[src/rtl/spi_cfg_controller.sv]
`default_nettype none
// ============================================================================
// spi_cfg_controller: write-only 16-bit SPI frame generator, 2-way round-robin
// arbiter; SPI_CFG_ADDR_CHECK_EN rejects addresses above MAX_ADDR.  Rev 1.0
// ============================================================================
module spi_cfg_controller #(
  parameter int CLK_DIV    = 4,
  parameter int GAP_CYCLES = 8,
  parameter int MAX_ADDR   = 4
) (
  input  logic       clk,
  input  logic       rst_n,
  input  logic       req0_valid,
  input  logic [6:0] req0_addr,
  input  logic [7:0] req0_data,
  output logic       req0_ready,
  input  logic       req1_valid,
  input  logic [6:0] req1_addr,
  input  logic [7:0] req1_data,
  output logic       req1_ready,
  output logic       SCLK,
  output logic       COPI,
  output logic       nCS,
  output logic       busy,
  output logic       done,
  output logic       err,
  output logic       last_grant
);

  typedef enum logic [2:0] {IDLE, SETUP, SHIFT, HOLD, GAP} state_t;

  localparam logic [8:0] HALF_LAST = 9'(CLK_DIV - 1);
  localparam logic [8:0] PER_LAST  = 9'(2 * CLK_DIV - 1);
  localparam logic [8:0] GAP_LAST  = 9'(GAP_CYCLES - 1);
`ifdef SPI_CFG_ADDR_CHECK_EN
  localparam bit CHECK_EN = 1'b1;
`else
  localparam bit CHECK_EN = 1'b0;
`endif

  state_t      state;
  logic [8:0]  cnt;
  logic [4:0]  fall_cnt;
  logic [14:0] shreg;     // frame bits 14..0; bit 15 (write flag) is always 1
  logic        ptr;
  logic        grant_any;
  logic        grant_id;
  logic [6:0]  g_addr;
  logic [7:0]  g_data;
  logic        addr_bad;

  always_comb begin
    grant_id = ptr;
    if (req0_valid && !req1_valid)
      grant_id = 1'b0;
    else if (req1_valid && !req0_valid)
      grant_id = 1'b1;
    grant_any = (state == IDLE) && (req0_valid || req1_valid);
    g_addr    = grant_id ? req1_addr : req0_addr;
    g_data    = grant_id ? req1_data : req0_data;
    addr_bad  = CHECK_EN && (int'(g_addr) > MAX_ADDR);
  end

  assign req0_ready = grant_any && !grant_id;
  assign req1_ready = grant_any && grant_id;

  always_ff @(posedge clk or negedge rst_n) begin
    if (!rst_n) begin
      state      <= IDLE;
      cnt        <= '0;
      fall_cnt   <= '0;
      shreg      <= '0;
      ptr        <= 1'b0;
      SCLK       <= 1'b0;
      COPI       <= 1'b0;
      nCS        <= 1'b1;
      busy       <= 1'b0;
      done       <= 1'b0;
      err        <= 1'b0;
      last_grant <= 1'b0;
    end else begin
      done <= 1'b0;
      err  <= 1'b0;
      case (state)
        IDLE: begin
          if (grant_any) begin
            ptr        <= ~grant_id;
            last_grant <= grant_id;
            if (addr_bad) begin
              err <= 1'b1;
            end else begin
              shreg <= {g_addr, g_data};
              COPI  <= 1'b1;
              nCS   <= 1'b0;
              busy  <= 1'b1;
              cnt   <= '0;
              state <= SETUP;
            end
          end
        end
        SETUP: begin
          if (cnt == HALF_LAST) begin
            cnt      <= '0;
            fall_cnt <= '0;
            SCLK     <= 1'b1;
            state    <= SHIFT;
          end else begin
            cnt <= cnt + 9'd1;
          end
        end
        SHIFT: begin
          cnt <= cnt + 9'd1;
          // After the 16th fall the shifter is all zeros, which parks COPI low.
          if (cnt == HALF_LAST) begin
            SCLK     <= 1'b0;
            COPI     <= shreg[14];
            shreg    <= {shreg[13:0], 1'b0};
            fall_cnt <= fall_cnt + 5'd1;
          end else if (cnt == PER_LAST) begin
            cnt <= '0;
            if (fall_cnt == 5'd16)
              state <= HOLD;
            else
              SCLK <= 1'b1;
          end
        end
        HOLD: begin
          if (cnt == HALF_LAST) begin
            cnt   <= '0;
            nCS   <= 1'b1;
            done  <= 1'b1;
            state <= GAP;
          end else begin
            cnt <= cnt + 9'd1;
          end
        end
        GAP: begin
          if (cnt == GAP_LAST) begin
            cnt   <= '0;
            busy  <= 1'b0;
            state <= IDLE;
          end else begin
            cnt <= cnt + 9'd1;
          end
        end
        default: state <= IDLE;
      endcase
    end
  end

endmodule
`default_nettype wire

[config.mk]
export PLATFORM = sky130hd
export DESIGN_NAME = spi_cfg_controller
export DESIGN_NICKNAME = d
export VERILOG_FILES = /design/src/rtl/spi_cfg_controller.sv
export SDC_FILE = /design/constraint.sdc
export NUM_CORES = 1
export LEC_CHECK = 0
export CORE_MARGIN = 2
export CORE_UTILIZATION = 25
export DETAILED_ROUTE_END_ITERATION = 16
export SLEW_MARGIN = 10
export SYNTH_ARGS = -nofsm -noshare
export SYNTH_HDL_FRONTEND = slang
export SYNTH_SLANG_ARGS = --single-unit
export TNS_END_PERCENT = 30
[constraint.sdc]
create_clock -name clk -period 1.9 [get_ports clk]
set_input_delay 0.475 -clock clk [delete_from_list [all_inputs] [get_ports clk]]
set_output_delay 0.475 -clock clk [all_outputs]
set_load 0.05 [all_outputs]
==> flow_summary.toml, run 1 <==
[clock_tree]
htreeDepth = 2
numCtsBuffers = 5
cts.sinks = 39
clockRootBuffer = "clkbuf_8"
clkTransAtPathRegs_ns = 0.09
cts.path.max_buffers = 2
cts_tree = "done"
clock_latency_ns = 0.31

[synth]
ys_seq_elements = 39
syn_area_per_cell_um2 = 9.59
yosysTopAreaCellShare = 0.441
ys_warn_count = 0
netlist_instances = 225
yosys.area.top_type = "dfrtp_1"
synth_seq_area_share = 0.453
synth_edf_count = 0
synthArstFlopShare = 1.00
synth.most_common_cell = "dfrtp_1"
syn_area_um2 = 2160
synth_ff_type = "dfrtp_1"
synth_top_cells_by_area = "dfrtp_1, mux2i_1, nand3_1"
synth_nets = 262
synth_common_cells = "dfrtp_1, nand2_1, nand3_1"
synth_cell_type_count = 45

[routing]
drt.antenna.violating_nets = 0
drc = 0
first_pass_iters = 4
drt_iter0_drc = 55
wire_per_inst_um = 13.2
vias = 1890
drt_wl_total_mm = 5.16
viasPerCell = 4.83

[setup_path]
slowest_delay_ns = 0.43
path_class = "register to primary output"
critPathCaptureType = "primary output"
worst_ep_arrival_time_ns = 1.52
crit_required_ns = 1.42
cp-start-kind = "register"
path_cells = "or3_4 -> a211oi_4 -> buf_12"
path_max_fanout = 3
critical_path.slowest_cell = "or3_4"

[sta]
finalSetupViolCount = 2
fin_worst_skew_ns = 0.0173
setup_slack_ns = -0.0946
finalHoldViolCount = 0
drv_slew = 0
fin_crit_sh = 1.05
whs_ns = 0.0583
min_period_ns = 1.99
setup_tns_ns = -0.153
fmax_mhz = 501
rsz0062_at_grt = "true"

[layout]
antenna_cells = 0
num-nets-final = 322
final_area_um2 = 3020
n_fill_cell = 832
drive_above_1_share = 0.224
utilization = 0.364
final_cells = 391
area_growth_syn_to_layout_pct = 39.8

[place]
preCtsSetupSlack_ns = -0.286
postPlaceCellArea_um2 = 2860
port_buffers = 41
gp_congestion = 0.816
placed_cells = 381
place_hpwl_mm = 3.83

[grt]
grt_pass1_vias = 1883
grt_use_total = 0.115
gr-total-overflow = 0
grt_max_degree = 36
antenna_found_initial = 0
grt_first_pass_wirelength_mm = 8.98

[pwr]
cellLeakagePower_nw = 1.24
power_mw = 1.73
ir_drop_mv = 0.253
power_density_nw_per_um2 = 573

[status]
violations = "negative setup slack"
status = "complete, but fails checks"

[floorplan]
row_count = 33
die_h_um = 96.9
die_area_um2 = 9390
ios = 43
start_util = 0.260
die_w_um = 96.9
core_um2 = 8300

[run]
maxCapViolCount = 0

[min_path]
hold_class = "input pin to async pin"
critical path, delay by kind of cell, from the launching register on:
family,cells,cell delay (ns)
flops,1,0.42
compound gates,1,0.20
simple gates,1,0.43
buf+inv,1,0.17
routing by layer:
layer	GRT usage	routed length [um]	up-vias
met5	0	0	-
met4	0.0358	68	0
met3	0.0332	251	6
met2	0.179	2320	55
met1	0.156	2520	889
li1	-	-	940
power breakdown:
| part | internal [mW] | total (mW) | switching, mW |
|---|---|---|---|
| combinational | 0.0937 | 0.158 | 0.0647 |
| clock | 0.396 | 0.719 | 0.323 |
| sequential | 0.837 | 0.852 | 0.0147 |
cell families after synthesis:
family,after synthesis,share of synthesized area
AOI/OAI and AO/OA,49,0.162
other,1,0.00174
and+or+nand+nor,91,0.228
muxes,16,0.0742
DFF,39,0.453
adders and majority gates,4,0.0220
buffers and inverters,20,0.0394
xor gates and xnor gates,5,0.0203
final timing paths:
kind                       startpoint    endpoint  slack, ns  cells past startpoint
max                          state[2]  req0_ready      -0.09                      3
min                             rst_n    shreg[5]       0.06                      1
max reg2reg                  state[0]      cnt[6]       0.04                      5
min reg2reg                last_grant  last_grant       0.50                      1
max in group asynchronous       rst_n         nCS       1.26                      2
min in group clk           last_grant  last_grant       0.50                      1
registers in the layout, summed over array words and instances, names as in the netlist:
signal      flops
COPI            1
ptr             1
done            1
fall_cnt        5
cnt             9
SCLK            1
busy            1
shreg          15
nCS             1
last_grant      1
state           3
area by class of cell:
type | instances | area (um^2) | share of cell area
inverters | 6 | 22.5 | 0.00746
flip-flops and latches | 39 | 980 | 0.325
multi-input cells | 166 | 1150 | 0.381
well taps | 105 | 131 | 0.0435
repair buffers | 67 | 619 | 0.205
clock buffers | 5 | 68.8 | 0.0228
clock inverters | 3 | 46.3 | 0.0153
layout by cell type, fill, tap and decap left out, types with 2 or more instances in the layout:
cell / count
a21o_1: 3
or4_1: 3
buf_12: 3
nor4_1: 2
nand2_1: 30
inv_1: 5
dfrtp_1: 36
dlygate4sd2_1: 2
clkbuf_8: 5
nand3_1: 26
o211ai_1: 16
nor2_1: 6
a22o_2: 2
nor3_1: 4
dfrtp_2: 2
nand4_1: 3
mux2i_1: 16
a31oi_1: 3
o21ai_0: 10
buf_4: 30
a21oi_1: 6
ha_1: 3
clkdlybuf4s50_1: 30
xor2_1: 5
repair_timing:
action,4_1_cts,5_1_grt
gates resized for setup,8,3
setup endpoints to repair,3,27
pin swaps,1,2
buffers inserted,2,0
endpoints found under the hold margin,0,0
hold buffers,0,0
No activity file was read; power rests on OpenSTA's default activity.
==> inputs of run 2 (changes only) <==
- CAP_MARGIN: unset -> 40
- CORE_ASPECT_RATIO: unset -> 0.8
==> run 2 against run 1 <==
Compared with the run above: the run still ends with negative setup slack left; largest power group unchanged; core utilization decreased by 0.44 points; fmax decreased by 1.3%; clock skew decreased by 0.011 ns; die area about the same; first-iteration DRC count increased to 2.6 times the previous value; critical path depth unchanged; sequential cell count unchanged.
==> flow_summary.toml, run 2 (synthesis gave the netlist of run 1 again) <==
[routing]
wire_per_inst_um = 13.3
drt.antenna.violating_nets = 0
drt_iter0_drc = 142
drc = 0
vias = 1929
first_pass_iters = 4
viasPerCell = 4.79
drt_wl_total_mm = 5.34

[floorplan]
die_area_um2 = 9400
die_w_um = 108
row_count = 30
core_um2 = 8450
die_h_um = 87.1
start_util = 0.256
ios = 43

[sta]
whs_ns = 0.0684
min_period_ns = 2.02
setup_slack_ns = -0.121
finalSetupViolCount = 2
fin_worst_skew_ns = 0.00632
fmax_mhz = 495
drv_slew = 0
fin_crit_sh = 1.06
finalHoldViolCount = 0
rsz0062_at_grt = "true"

[setup_path]
r2r_slack_ns = 0.05
path_max_fanout = 5
r2r_start = "cnt[0]"
reg2reg_to = "cnt[8]"
worst_ep_arrival_time_ns = 1.55
cp-start-kind = "register"
critPathCaptureType = "primary output"
reg2reg_depth = 5
path_class = "register to primary output"
crit_required_ns = 1.42

[status]
violations = "negative setup slack"
status = "complete, but fails checks"

[layout]
largest_reg_flops = 15
num-nets-final = 327
top_regs = "shreg x15, cnt x9, fall_cnt x5"
area_growth_syn_to_layout_pct = 40.6
antenna_cells = 0
final_cells = 403
utilization = 0.359
layout_common_cells = "dfrtp_1, buf_4, clkdlybuf4s50_1"
multi_input_area_um2 = 1150
seq_area_um2 = 980
n_fill_cell = 862
largest_register = "shreg"
drive_above_1_share = 0.241

[clock_tree]
cts_tree = "done"
numCtsBuffers = 5
cts.path.max_buffers = 2
clock_latency_ns = 0.29
htreeDepth = 2
cts.sinks = 39
clkTransAtPathRegs_ns = 0.08
clockRootBuffer = "clkbuf_8"
postCtsHoldBufs = 0

[place]
gp_congestion = 0.799
placed_cells = 391
port_buffers = 41
preCtsSetupSlack_ns = -0.286
place_hpwl_mm = 3.99

[run]
maxCapViolCount = 0

[grt]
grt_pass1_vias = 1871
grt_use_total = 0.122
gr-total-overflow = 0
antenna_found_initial = 0
grt_first_pass_wirelength_mm = 8.98
grt_max_degree = 36

[min_path]
hold_class = "input pin to async pin"

[pwr]
cellLeakagePower_nw = 1.25
power_density_nw_per_um2 = 520
ir_drop_mv = 0.265
run 2: cell count changes in the layout (fill, tap and decap cells not counted), sizes merged:
cell,delta
clkinv,+1
inv,-1
buf,+5
clkinvlp,+1
dlygate4sd2,-1
clkdlybuf4s50,+1
bufinv,-1
run 2: through the flow:
step | power (mW) | instance area (um^2) | setup TNS, ns
2_1_floorplan | 0.921 | 2180 | -0.119
3_3_place_gp | 1.03 | 2890 | -2.90
3_5_place_dp | 1.03 | 2890 | -3.40
4_1_cts | 1.60 | 3000 | -0.290
5_1_grt | 1.65 | 3030 | -0.350
6_report | 1.58 | 3030 | -0.231
run 2: worst max-delay path, stage by stage (launching register included):
cell	delay, ns
dfrtp_2	0.46
or3_4	0.40
a211oi_4	0.21
buf_12	0.17
run 2: layer usage:
metal	wire length [um]	vias to the layer above	global-route usage
met5	0	-	0
met4	89	0	0.0490
met3	274	6	0.0322
met2	2440	31	0.189
met1	2540	937	0.163
li1	-	955	-
run 2: power by group:
group / internal (mW) / switching [mW]
Combinational: 0.0946 / 0.0666
Sequential: 0.837 / 0.0148
Clock: 0.256 / 0.310
Total: 1.19 / 0.392
run 2: worst max path at each step:
stage / startpoint / to / cells past startpoint
after floorplan: state[2] / req0_ready / 3
after global placement: req0_valid / req1_ready / 5
after detailed placement: req0_valid / req1_ready / 5
after CTS: state[2] / req0_ready / 3
after global routing: state[2] / req0_ready / 3
final: state[0] / req0_ready / 3
run 2: area by class of cell:
class | instances | share of cell area
Multi-Input combinational cell | 166 | 0.379
Sequential cell | 39 | 0.323
Timing Repair Buffer | 72 | 0.216
Tap cell | 112 | 0.0462
Clock buffer | 5 | 0.0227
Inverter | 6 | 0.00742
Clock inverter | 3 | 0.00660
run 2: what timing repair did:
action	4_1_cts	5_1_grt
endpoints found under the setup margin	6	25
gates resized for setup	8	1
pin swaps	1	3
setup buffers	0	4
==> inputs of run 3 (changes only) <==
- CAP_MARGIN: 40 -> unset
==> results of run 3 <==
No change in the layout: final DEF, timing and power equal those of run 2.
